### config.mk
export PLATFORM = sky130hd
export DESIGN_NAME = ysyx_24100006_memu_flat
export DESIGN_NICKNAME = d
export VERILOG_FILES = /design/src/rtl/ysyx_24100006_pkg.sv /design/src/rtl/ysyx_24100006_memu_if.sv /design/src/rtl/ysyx_24100006_lsu_align.sv /design/src/rtl/ysyx_24100006_memu.sv /design/src/flat_wrapper.sv
export SDC_FILE = /design/constraint.sdc
export NUM_CORES = 1
export LEC_CHECK = 0
export CAP_MARGIN = 15
export CORE_AREA = 2 2 155 157
export CTS_CLUSTER_DIAMETER = 40
export DETAILED_ROUTE_END_ITERATION = 12
export DIE_AREA = 0 0 157 159
export HOLD_SLACK_MARGIN = 0.03
export PLACE_DENSITY = 0.73
export SYNTH_ARGS = -nofsm -noshare
export SYNTH_HDL_FRONTEND = slang
export SYNTH_HIERARCHICAL = 1
export SYNTH_SLANG_ARGS = --single-unit
### constraint.sdc
create_clock -name clk -period 4.1 [get_ports clk]
set_input_delay 0.615 -clock clk [delete_from_list [all_inputs] [get_ports clk]]
set_output_delay 0.615 -clock clk [all_outputs]
set_load 0.02 [all_outputs]
### src/rtl/ysyx_24100006_pkg.sv
// Shared encodings for the memory-access stage: access class, funct3 size
// codes and the MEMU state enum.
package ysyx_24100006_pkg;

   localparam logic [1:0] RW_NONE  = 2'b00;
   localparam logic [1:0] RW_LOAD  = 2'b01;
   localparam logic [1:0] RW_STORE = 2'b10;
   localparam logic [1:0] RW_RSVD  = 2'b11;

   localparam logic [2:0] MASK_B  = 3'b000;
   localparam logic [2:0] MASK_H  = 3'b001;
   localparam logic [2:0] MASK_W  = 3'b010;
   localparam logic [2:0] MASK_BU = 3'b100;
   localparam logic [2:0] MASK_HU = 3'b101;

   typedef enum logic [2:0] {
      ST_IDLE,
      ST_RD_A,
      ST_RD_D,
      ST_WR,
      ST_WR_B,
      ST_DONE
   } memu_state_e;

   // Halfwords must sit on even addresses, words on multiples of four.
   function automatic logic is_misaligned(input logic [2:0] mask, input logic [1:0] addr_lo);
      logic mis;
      mis = 1'b0;
      case (mask)
         MASK_H, MASK_HU: mis = addr_lo[0];
         MASK_W:          mis = (addr_lo != 2'b00);
         default:         mis = 1'b0;
      endcase
      return mis;
   endfunction

endpackage

### src/rtl/ysyx_24100006_memu_if.sv
// AXI4-Lite-style data bus between the MEM stage (master) and memory (slave).
interface ysyx_24100006_memu_if #(
   parameter int ADDR_W = 32,
   parameter int DATA_W = 32
);
   logic [ADDR_W-1:0]   araddr;
   logic                arvalid;
   logic                arready;
   logic [DATA_W-1:0]   rdata;
   logic [1:0]          rresp;
   logic                rvalid;
   logic                rready;
   logic [ADDR_W-1:0]   awaddr;
   logic                awvalid;
   logic                awready;
   logic [DATA_W-1:0]   wdata;
   logic [DATA_W/8-1:0] wstrb;
   logic                wvalid;
   logic                wready;
   logic [1:0]          bresp;
   logic                bvalid;
   logic                bready;

   modport master (
      output araddr, arvalid, rready, awaddr, awvalid, wdata, wstrb, wvalid, bready,
      input  arready, rdata, rresp, rvalid, awready, wready, bresp, bvalid
   );

   modport slave (
      input  araddr, arvalid, rready, awaddr, awvalid, wdata, wstrb, wvalid, bready,
      output arready, rdata, rresp, rvalid, awready, wready, bresp, bvalid
   );
endinterface

### src/rtl/ysyx_24100006_lsu_align.sv
// Combinational lane handling: store data replication and byte strobes,
// load lane extraction with sign/zero extension.
module ysyx_24100006_lsu_align
   import ysyx_24100006_pkg::*;
(
   input  logic [2:0]  mask,
   input  logic [1:0]  addr_lo,
   input  logic [31:0] store_data,
   input  logic [31:0] rdata,
   output logic [31:0] wdata,
   output logic [3:0]  wstrb,
   output logic [31:0] load_data
);

   logic [31:0] shifted;
   logic [7:0]  lane_b;
   logic [15:0] lane_h;

   // Store side: every lane carries the datum so the strobe alone selects the target bytes.
   always_comb begin
      wdata = store_data;
      wstrb = 4'b1111;
      case (mask)
         MASK_B, MASK_BU: begin
            wdata = {4{store_data[7:0]}};
            wstrb = 4'b0001 << addr_lo;
         end
         MASK_H, MASK_HU: begin
            wdata = {2{store_data[15:0]}};
            wstrb = 4'b0011 << addr_lo;
         end
         default: begin
            wdata = store_data;
            wstrb = 4'b1111;
         end
      endcase
   end

   // Load side: shift the addressed lane down to bit 0, then extend.
   always_comb begin
      shifted   = rdata >> {addr_lo, 3'b000};
      lane_b    = shifted[7:0];
      lane_h    = shifted[15:0];
      load_data = rdata;
      case (mask)
         MASK_B:  load_data = {{24{lane_b[7]}}, lane_b};
         MASK_BU: load_data = {24'h0, lane_b};
         MASK_H:  load_data = {{16{lane_h[15]}}, lane_h};
         MASK_HU: load_data = {16'h0, lane_h};
         default: load_data = rdata;
      endcase
   end

endmodule

### src/rtl/ysyx_24100006_memu.sv
// Memory-access stage: one bus transaction at a time between EXE_MEM and MEM_WB.
//
// state | meaning
// IDLE  | empty, ready for an instruction
// RD_A  | read address offered (arvalid)
// RD_D  | waiting for read data (rready)
// WR    | address and data offered, each tracked by a sticky accept flag
// WR_B  | waiting for write response (bready)
// DONE  | result held for MEM_WB (mem_in_valid)
module ysyx_24100006_memu
   import ysyx_24100006_pkg::*;
#(
   parameter int ADDR_W = 32,
   parameter int DATA_W = 32
) (
   input  logic        clk,
   input  logic        reset,
   input  logic        mem_out_valid,
   output logic        mem_out_ready,
   output logic        mem_in_valid,
   input  logic        mem_in_ready,
   input  logic [31:0] alu_result_M,
   input  logic [31:0] wdata_gpr_M,
   input  logic [31:0] wdata_csr_M,
   input  logic [1:0]  sram_read_write_M,
   input  logic [2:0]  Mem_Mask_M,
   input  logic        Gpr_Write_M,
   input  logic        Csr_Write_M,
   input  logic        irq_M,
   input  logic [3:0]  Gpr_Write_Addr_M,
   input  logic [11:0] Csr_Write_Addr_M,
   input  logic [3:0]  irq_no_M,
   output logic        Gpr_Write_W,
   output logic        Csr_Write_W,
   output logic        irq_W,
   output logic [3:0]  Gpr_Write_Addr_W,
   output logic [11:0] Csr_Write_Addr_W,
   output logic [3:0]  irq_no_W,
   output logic [31:0] wdata_gpr_W,
   output logic [31:0] wdata_csr_W,
   output logic        access_fault_W,
   ysyx_24100006_memu_if.master bus,
   output logic        mem_is_load,
   output logic [31:0] mem_fw_data
);

   localparam int STRB_W = DATA_W / 8;

   memu_state_e state_q, state_d, dispatch;
   logic [31:0] addr_q, store_q;
   logic [2:0]  mask_q;
   logic        aw_done_q, w_done_q;
   logic        accept, mis_m, aw_ok, w_ok;
   logic [31:0] aligned_addr, st_wdata, ld_data;
   logic [3:0]  st_strb;

   ysyx_24100006_lsu_align u_align (
      .mask       (mask_q),
      .addr_lo    (addr_q[1:0]),
      .store_data (store_q),
      .rdata      (bus.rdata[31:0]),
      .wdata      (st_wdata),
      .wstrb      (st_strb),
      .load_data  (ld_data)
   );

   assign aligned_addr = {addr_q[31:2], 2'b00};

   assign bus.arvalid = (state_q == ST_RD_A);
   assign bus.araddr  = ADDR_W'(aligned_addr);
   assign bus.rready  = (state_q == ST_RD_D);
   assign bus.awvalid = (state_q == ST_WR) && !aw_done_q;
   assign bus.awaddr  = ADDR_W'(aligned_addr);
   assign bus.wvalid  = (state_q == ST_WR) && !w_done_q;
   assign bus.wdata   = DATA_W'(st_wdata);
   assign bus.wstrb   = STRB_W'(st_strb);
   assign bus.bready  = (state_q == ST_WR_B);

   assign mem_in_valid = (state_q == ST_DONE);
   assign mem_is_load  = (state_q == ST_RD_A) || (state_q == ST_RD_D);
   assign mem_fw_data  = wdata_gpr_W;

   // Next state; DONE can hand over to a new instruction in the same cycle.
   always_comb begin
      mem_out_ready = (state_q == ST_IDLE) || ((state_q == ST_DONE) && mem_in_ready);
      accept        = mem_out_valid && mem_out_ready;
      mis_m         = ((sram_read_write_M == RW_LOAD) || (sram_read_write_M == RW_STORE)) &&
                      is_misaligned(Mem_Mask_M, alu_result_M[1:0]);
      if ((sram_read_write_M == RW_LOAD) && !mis_m)
         dispatch = ST_RD_A;
      else if ((sram_read_write_M == RW_STORE) && !mis_m)
         dispatch = ST_WR;
      else
         dispatch = ST_DONE;
      aw_ok   = aw_done_q || bus.awready;
      w_ok    = w_done_q || bus.wready;
      state_d = state_q;
      case (state_q)
         ST_IDLE: if (accept) state_d = dispatch;
         ST_RD_A: if (bus.arready) state_d = ST_RD_D;
         ST_RD_D: if (bus.rvalid) state_d = ST_DONE;
         ST_WR:   if (aw_ok && w_ok) state_d = ST_WR_B;
         ST_WR_B: if (bus.bvalid) state_d = ST_DONE;
         ST_DONE: if (mem_in_ready) state_d = accept ? dispatch : ST_IDLE;
         default: state_d = ST_IDLE;
      endcase
   end

   // State register.
   always_ff @(posedge clk or negedge reset) begin
      if (!reset) state_q <= ST_IDLE;
      else        state_q <= state_d;
   end

   // Instruction latch, result register and write-channel accept flags.
   always_ff @(posedge clk or negedge reset) begin
      if (!reset) begin
         addr_q           <= '0;
         store_q          <= '0;
         mask_q           <= '0;
         aw_done_q        <= 1'b0;
         w_done_q         <= 1'b0;
         Gpr_Write_W      <= 1'b0;
         Csr_Write_W      <= 1'b0;
         irq_W            <= 1'b0;
         Gpr_Write_Addr_W <= '0;
         Csr_Write_Addr_W <= '0;
         irq_no_W         <= '0;
         wdata_gpr_W      <= '0;
         wdata_csr_W      <= '0;
         access_fault_W   <= 1'b0;
      end else if (accept) begin
         addr_q           <= alu_result_M;
         store_q          <= wdata_gpr_M;
         mask_q           <= Mem_Mask_M;
         aw_done_q        <= 1'b0;
         w_done_q         <= 1'b0;
         Gpr_Write_W      <= Gpr_Write_M && !mis_m;
         Csr_Write_W      <= Csr_Write_M;
         irq_W            <= irq_M;
         Gpr_Write_Addr_W <= Gpr_Write_Addr_M;
         Csr_Write_Addr_W <= Csr_Write_Addr_M;
         irq_no_W         <= irq_no_M;
         wdata_gpr_W      <= wdata_gpr_M;
         wdata_csr_W      <= wdata_csr_M;
         access_fault_W   <= mis_m;
      end else begin
         case (state_q)
            ST_RD_D: begin
               if (bus.rvalid) begin
                  wdata_gpr_W    <= ld_data;
                  access_fault_W <= (bus.rresp != 2'b00);
               end
            end
            ST_WR: begin
               if (bus.awready) aw_done_q <= 1'b1;
               if (bus.wready)  w_done_q  <= 1'b1;
            end
            ST_WR_B: begin
               if (bus.bvalid) access_fault_W <= (bus.bresp != 2'b00);
            end
            default: ;
         endcase
      end
   end

endmodule

### src/flat_wrapper.sv
// flat-port wrapper written by rule: the top's interface ports become plain ports
module ysyx_24100006_memu_flat import ysyx_24100006_pkg::*;
#(
   parameter int ADDR_W = 32,
   parameter int DATA_W = 32
)
  (clk, reset, mem_out_valid, mem_out_ready, mem_in_valid, mem_in_ready, alu_result_M, wdata_gpr_M, wdata_csr_M, sram_read_write_M, Mem_Mask_M, Gpr_Write_M, Csr_Write_M, irq_M, Gpr_Write_Addr_M, Csr_Write_Addr_M, irq_no_M, Gpr_Write_W, Csr_Write_W, irq_W, Gpr_Write_Addr_W, Csr_Write_Addr_W, irq_no_W, wdata_gpr_W, wdata_csr_W, access_fault_W, mem_is_load, mem_fw_data, bus_araddr, bus_arvalid, bus_rready, bus_awaddr, bus_awvalid, bus_wdata, bus_wstrb, bus_wvalid, bus_bready, bus_arready, bus_rdata, bus_rresp, bus_rvalid, bus_awready, bus_wready, bus_bresp, bus_bvalid);
  ysyx_24100006_memu_if #(.ADDR_W(ADDR_W), .DATA_W(DATA_W)) bus_i ();
  input  logic clk;
  input  logic reset;
  input  logic mem_out_valid;
  output logic mem_out_ready;
  output logic mem_in_valid;
  input  logic mem_in_ready;
  input  logic [31:0] alu_result_M;
  input  logic [31:0] wdata_gpr_M;
  input  logic [31:0] wdata_csr_M;
  input  logic [1:0] sram_read_write_M;
  input  logic [2:0] Mem_Mask_M;
  input  logic Gpr_Write_M;
  input  logic Csr_Write_M;
  input  logic irq_M;
  input  logic [3:0] Gpr_Write_Addr_M;
  input  logic [11:0] Csr_Write_Addr_M;
  input  logic [3:0] irq_no_M;
  output logic Gpr_Write_W;
  output logic Csr_Write_W;
  output logic irq_W;
  output logic [3:0] Gpr_Write_Addr_W;
  output logic [11:0] Csr_Write_Addr_W;
  output logic [3:0] irq_no_W;
  output logic [31:0] wdata_gpr_W;
  output logic [31:0] wdata_csr_W;
  output logic access_fault_W;
  output logic mem_is_load;
  output logic [31:0] mem_fw_data;
  output wire logic [$bits(bus_i.araddr)-1:0] bus_araddr;
  output wire logic [$bits(bus_i.arvalid)-1:0] bus_arvalid;
  output wire logic [$bits(bus_i.rready)-1:0] bus_rready;
  output wire logic [$bits(bus_i.awaddr)-1:0] bus_awaddr;
  output wire logic [$bits(bus_i.awvalid)-1:0] bus_awvalid;
  output wire logic [$bits(bus_i.wdata)-1:0] bus_wdata;
  output wire logic [$bits(bus_i.wstrb)-1:0] bus_wstrb;
  output wire logic [$bits(bus_i.wvalid)-1:0] bus_wvalid;
  output wire logic [$bits(bus_i.bready)-1:0] bus_bready;
  input wire logic [$bits(bus_i.arready)-1:0] bus_arready;
  input wire logic [$bits(bus_i.rdata)-1:0] bus_rdata;
  input wire logic [$bits(bus_i.rresp)-1:0] bus_rresp;
  input wire logic [$bits(bus_i.rvalid)-1:0] bus_rvalid;
  input wire logic [$bits(bus_i.awready)-1:0] bus_awready;
  input wire logic [$bits(bus_i.wready)-1:0] bus_wready;
  input wire logic [$bits(bus_i.bresp)-1:0] bus_bresp;
  input wire logic [$bits(bus_i.bvalid)-1:0] bus_bvalid;
  assign bus_araddr = bus_i.araddr;
  assign bus_arvalid = bus_i.arvalid;
  assign bus_rready = bus_i.rready;
  assign bus_awaddr = bus_i.awaddr;
  assign bus_awvalid = bus_i.awvalid;
  assign bus_wdata = bus_i.wdata;
  assign bus_wstrb = bus_i.wstrb;
  assign bus_wvalid = bus_i.wvalid;
  assign bus_bready = bus_i.bready;
  assign bus_i.arready = bus_arready;
  assign bus_i.rdata = bus_rdata;
  assign bus_i.rresp = bus_rresp;
  assign bus_i.rvalid = bus_rvalid;
  assign bus_i.awready = bus_awready;
  assign bus_i.wready = bus_wready;
  assign bus_i.bresp = bus_bresp;
  assign bus_i.bvalid = bus_bvalid;
  ysyx_24100006_memu #(.ADDR_W(ADDR_W), .DATA_W(DATA_W)) u_core (.clk(clk), .reset(reset), .mem_out_valid(mem_out_valid), .mem_out_ready(mem_out_ready), .mem_in_valid(mem_in_valid), .mem_in_ready(mem_in_ready), .alu_result_M(alu_result_M), .wdata_gpr_M(wdata_gpr_M), .wdata_csr_M(wdata_csr_M), .sram_read_write_M(sram_read_write_M), .Mem_Mask_M(Mem_Mask_M), .Gpr_Write_M(Gpr_Write_M), .Csr_Write_M(Csr_Write_M), .irq_M(irq_M), .Gpr_Write_Addr_M(Gpr_Write_Addr_M), .Csr_Write_Addr_M(Csr_Write_Addr_M), .irq_no_M(irq_no_M), .Gpr_Write_W(Gpr_Write_W), .Csr_Write_W(Csr_Write_W), .irq_W(irq_W), .Gpr_Write_Addr_W(Gpr_Write_Addr_W), .Csr_Write_Addr_W(Csr_Write_Addr_W), .irq_no_W(irq_no_W), .wdata_gpr_W(wdata_gpr_W), .wdata_csr_W(wdata_csr_W), .access_fault_W(access_fault_W), .bus(bus_i), .mem_is_load(mem_is_load), .mem_fw_data(mem_fw_data));
endmodule
==> flow_summary.yaml <==
timing:
  setup_tns_ns: 0
  worst_slew_pin_slew_ns: 1.16
  max-slew-margin-rel_pct: 22.5
  finClkSkew_ns: 0.0153
  setup_violations: 0
  slew_violations: 0
  setup_ws_ns: 0.805
  fmaxAchievable_ghz: 0.303
  rsz0062_at_grt: "false"
  fin_crit_ns: 3.30
  final_hold_viol_count: 0
  period_share_pct: 80.4
layout:
  final_cell_mix: "391 x clkdlybuf4s50_1, 387 x nand2_1, 160 x dfrtp_1, 51 x mux2i_1, 43 x o21ai_0"
  fin_cells: 1565
  drive_gt1_share_pct: 7.38
  nets: 1405
  diodes: 0
  area_growth_pct: 44.8
  final_common_cell: "clkdlybuf4s50_1"
  stdcell_area_mm2: 0.0125
place:
  postPlaceCellArea_mm2: 0.0119
  io_buffers: 392
  dp_cells: 1534
  place_congestion: 0.857
  dp_slack_ns: 1.23
  hpwlAfterDp_um: 21700
worst_setup_path:
  worst_path_max_delay_cell: "dfrtp_1"
  crit_path_max_fanout: 17
  cp_num_buf_inv: 1
  path_class: "reg -> out"
  crit_path_end_kind: "primary output"
  cp_data_required_time_ns: 3.48
  critPathMaxStageDelay_ns: 0.69
  cp_cell_sequence: "nor2_2, mux2_2, clkdlybuf4s50_1"
  worstSetupStartpointType: "flip-flop"
  crit_arrival_ns: 2.68
  r2r-start: "u_core/addr_q[0]"
  cp-startpoint: "u_core/mask_q[0]"
  cp_top_family: "flip-flops"
clock_tree:
  clk_pin_slew_worst_paths_ns: 0.07
  cts_made_buffers: 17
  clockBufferDepth: 2
  ctsHoldBuffers: 0
  cts_tree: "yes"
  post_cts_buffers: 0
  cts_sinks: 160
  root_buffer: "clkbuf_16"
  h-tree-depth: 4
  postCtsResizedCells: 0
  clk-insertion-delay-late_ns: 0.43
route:
  viasPerCell: 4.89
  routedWlPerCell_um: 18.8
  dr.pass1.iters: 5
  antenna_left: 0
  drt_iter0_markers: 479
  wl_um: 29400
  via_count: 7660
  drc: 0
yosys:
  synth.cell_area_mm2: 0.00865
  ys_warn_count: 6
  synth.avg_cell_area_um2: 8.86
  synth_top_family_by_area: "simple AND/OR/NAND/NOR gates"
  ys_ff_latch: 160
  synth_mux_area_share_pct: 8.90
  yosys.area_share.simple_pct: 19.9
  synth_adder_area_share_pct: 0.289
  post_synth_xor_area_fraction_pct: 0
  synth_cell_types: 51
  synthCells: 976
  synth_flop_cell: "dfrtp_1"
  synth_edf_count: 0
  seq_area_frac_synth_pct: 46.3
  synth_compound_area_share_pct: 10.7
  async_flop_share_pct: 100
grt:
  grt_usage_pct: 23.2
  grt_overflow: 0
  grt_pass1_wl_um: 44600
  grt_max_degree: 103
  grt_pass1_vias: 7768
  antenna_found_initial: 0
die:
  rows: 56
  start_util_pct: 37.3
  die_h_um: 159
  dieArea_mm2: 0.0250
  ios: 397
  fp.dieW_um: 157
  core-area_mm2: 0.0232
pwr:
  leakage_nw: 5.62
  finalPower_w: 0.0111
  powerDensity_mw_per_mm2: 888
  ir_drop_mv: 0.407
min_path:
  hold_path.class: "in -> async"
outcome:
  status: "finished, final reports clean"
job:
  max_cap_viol_count: 0
-- cell families after synthesis --
kind of cell             count (synthesis)
adder cells (fa/ha/maj)                  2
buffers and inverters                  180
AO/OA/AOI/OAI                          125
AND/OR/NAND/NOR                        434
other                                    1
flip-flops                             160
multiplexers                            74
-- worst register-to-register path: cells and delay by family (launching register included) --
kind                   cells  cell delay [ns]
AOI/OAI and AO/OA          3             0.75
DFF                        1             0.74
and+or+nand+nor            1             0.55
buffers and inverters      1             0.36
muxes                      1             0.14
-- cell type report --
type                    count  area (µm²)
fillers                  2144       10700
flip-flops and latches    160        4000
well taps                 319         399
clock inverters            13         146
repair buffers            402        4010
multi-input cells         639        3470
clock buffers              18         439
inverters                  14        52.6
-- per-layer routing --
metal  GRT usage (%)  wire length [µm]  up-vias
li1                -                 -     3593
met1            27.7             11600     3662
met2            40.5             14900      362
met3            6.40              2190       43
met4            6.71               688        0
met5               0                 0        -
-- sequential cells by signal, indices dropped and copies added (netlist names), 3 cells and up --
name,flops
u_core/state_q,3
u_core/wdata_csr_W,32
u_core/irq_no_W,4
u_core/Csr_Write_Addr_W,12
u_core/mask_q,3
u_core/store_q,32
u_core/mem_fw_data,32
u_core/Gpr_Write_Addr_W,4
u_core/addr_q,32
-- final timing paths --
check / endpoint / cells after the start / slack [ns]
worst max-delay path: bus_wdata[15] / 3 / 0.80
worst min-delay path: u_core/store_q[30] / 1 / 0.31
worst max register to register: u_core/mem_fw_data[1] / 6 / 1.48
max in group asynchronous: u_core/addr_q[18] / 2 / 2.86
worst min register to register: u_core/Gpr_Write_W / 2 / 0.46
min in group clk: u_core/Gpr_Write_W / 2 / 0.46
-- where the power goes --
group | leakage, nW | switching [W] | internal (W)
sequential | 1.99 | 0.000702 | 0.00233
combinational | 3.34 | 0.00353 | 0.00295
clock | 0.287 | 0.000723 | 0.000879
total | 5.62 | 0.00496 | 0.00616
-- stage by stage --
stage / hold WS (ns) / util, %
floorplan: 0.319 / -
global placement: 0.449 / 51.5
detailed placement: 0.454 / 51.5
CTS: 0.368 / 54.0
global route: 0.386 / 54.0
finish: 0.311 / 54.0
-- synthesized netlist by cell type (4+ instances only) --
master,instances,share of area [%]
nand2_1,388,17
dfrtp_1,160,46
buf_4,114,9.9
mux2i_1,51,5.9
o21ai_0,43,2.5
mux2_2,23,3.0
buf_2,20,1.2
clkbuf_1,18,0.78
inv_1,14,0.61
nor2_1,14,0.61
nor2b_1,12,0.87
a21oi_1,11,0.64
o21ai_1,10,0.58
o221ai_1,9,0.91
o31ai_2,9,1.3
a22oi_1,8,0.69
o211a_1,8,0.93
buf_1,6,0.26
o32ai_1,6,0.61
buf_6,5,0.65
a31oi_1,4,0.29
No activity file was read; power rests on OpenSTA's default activity.
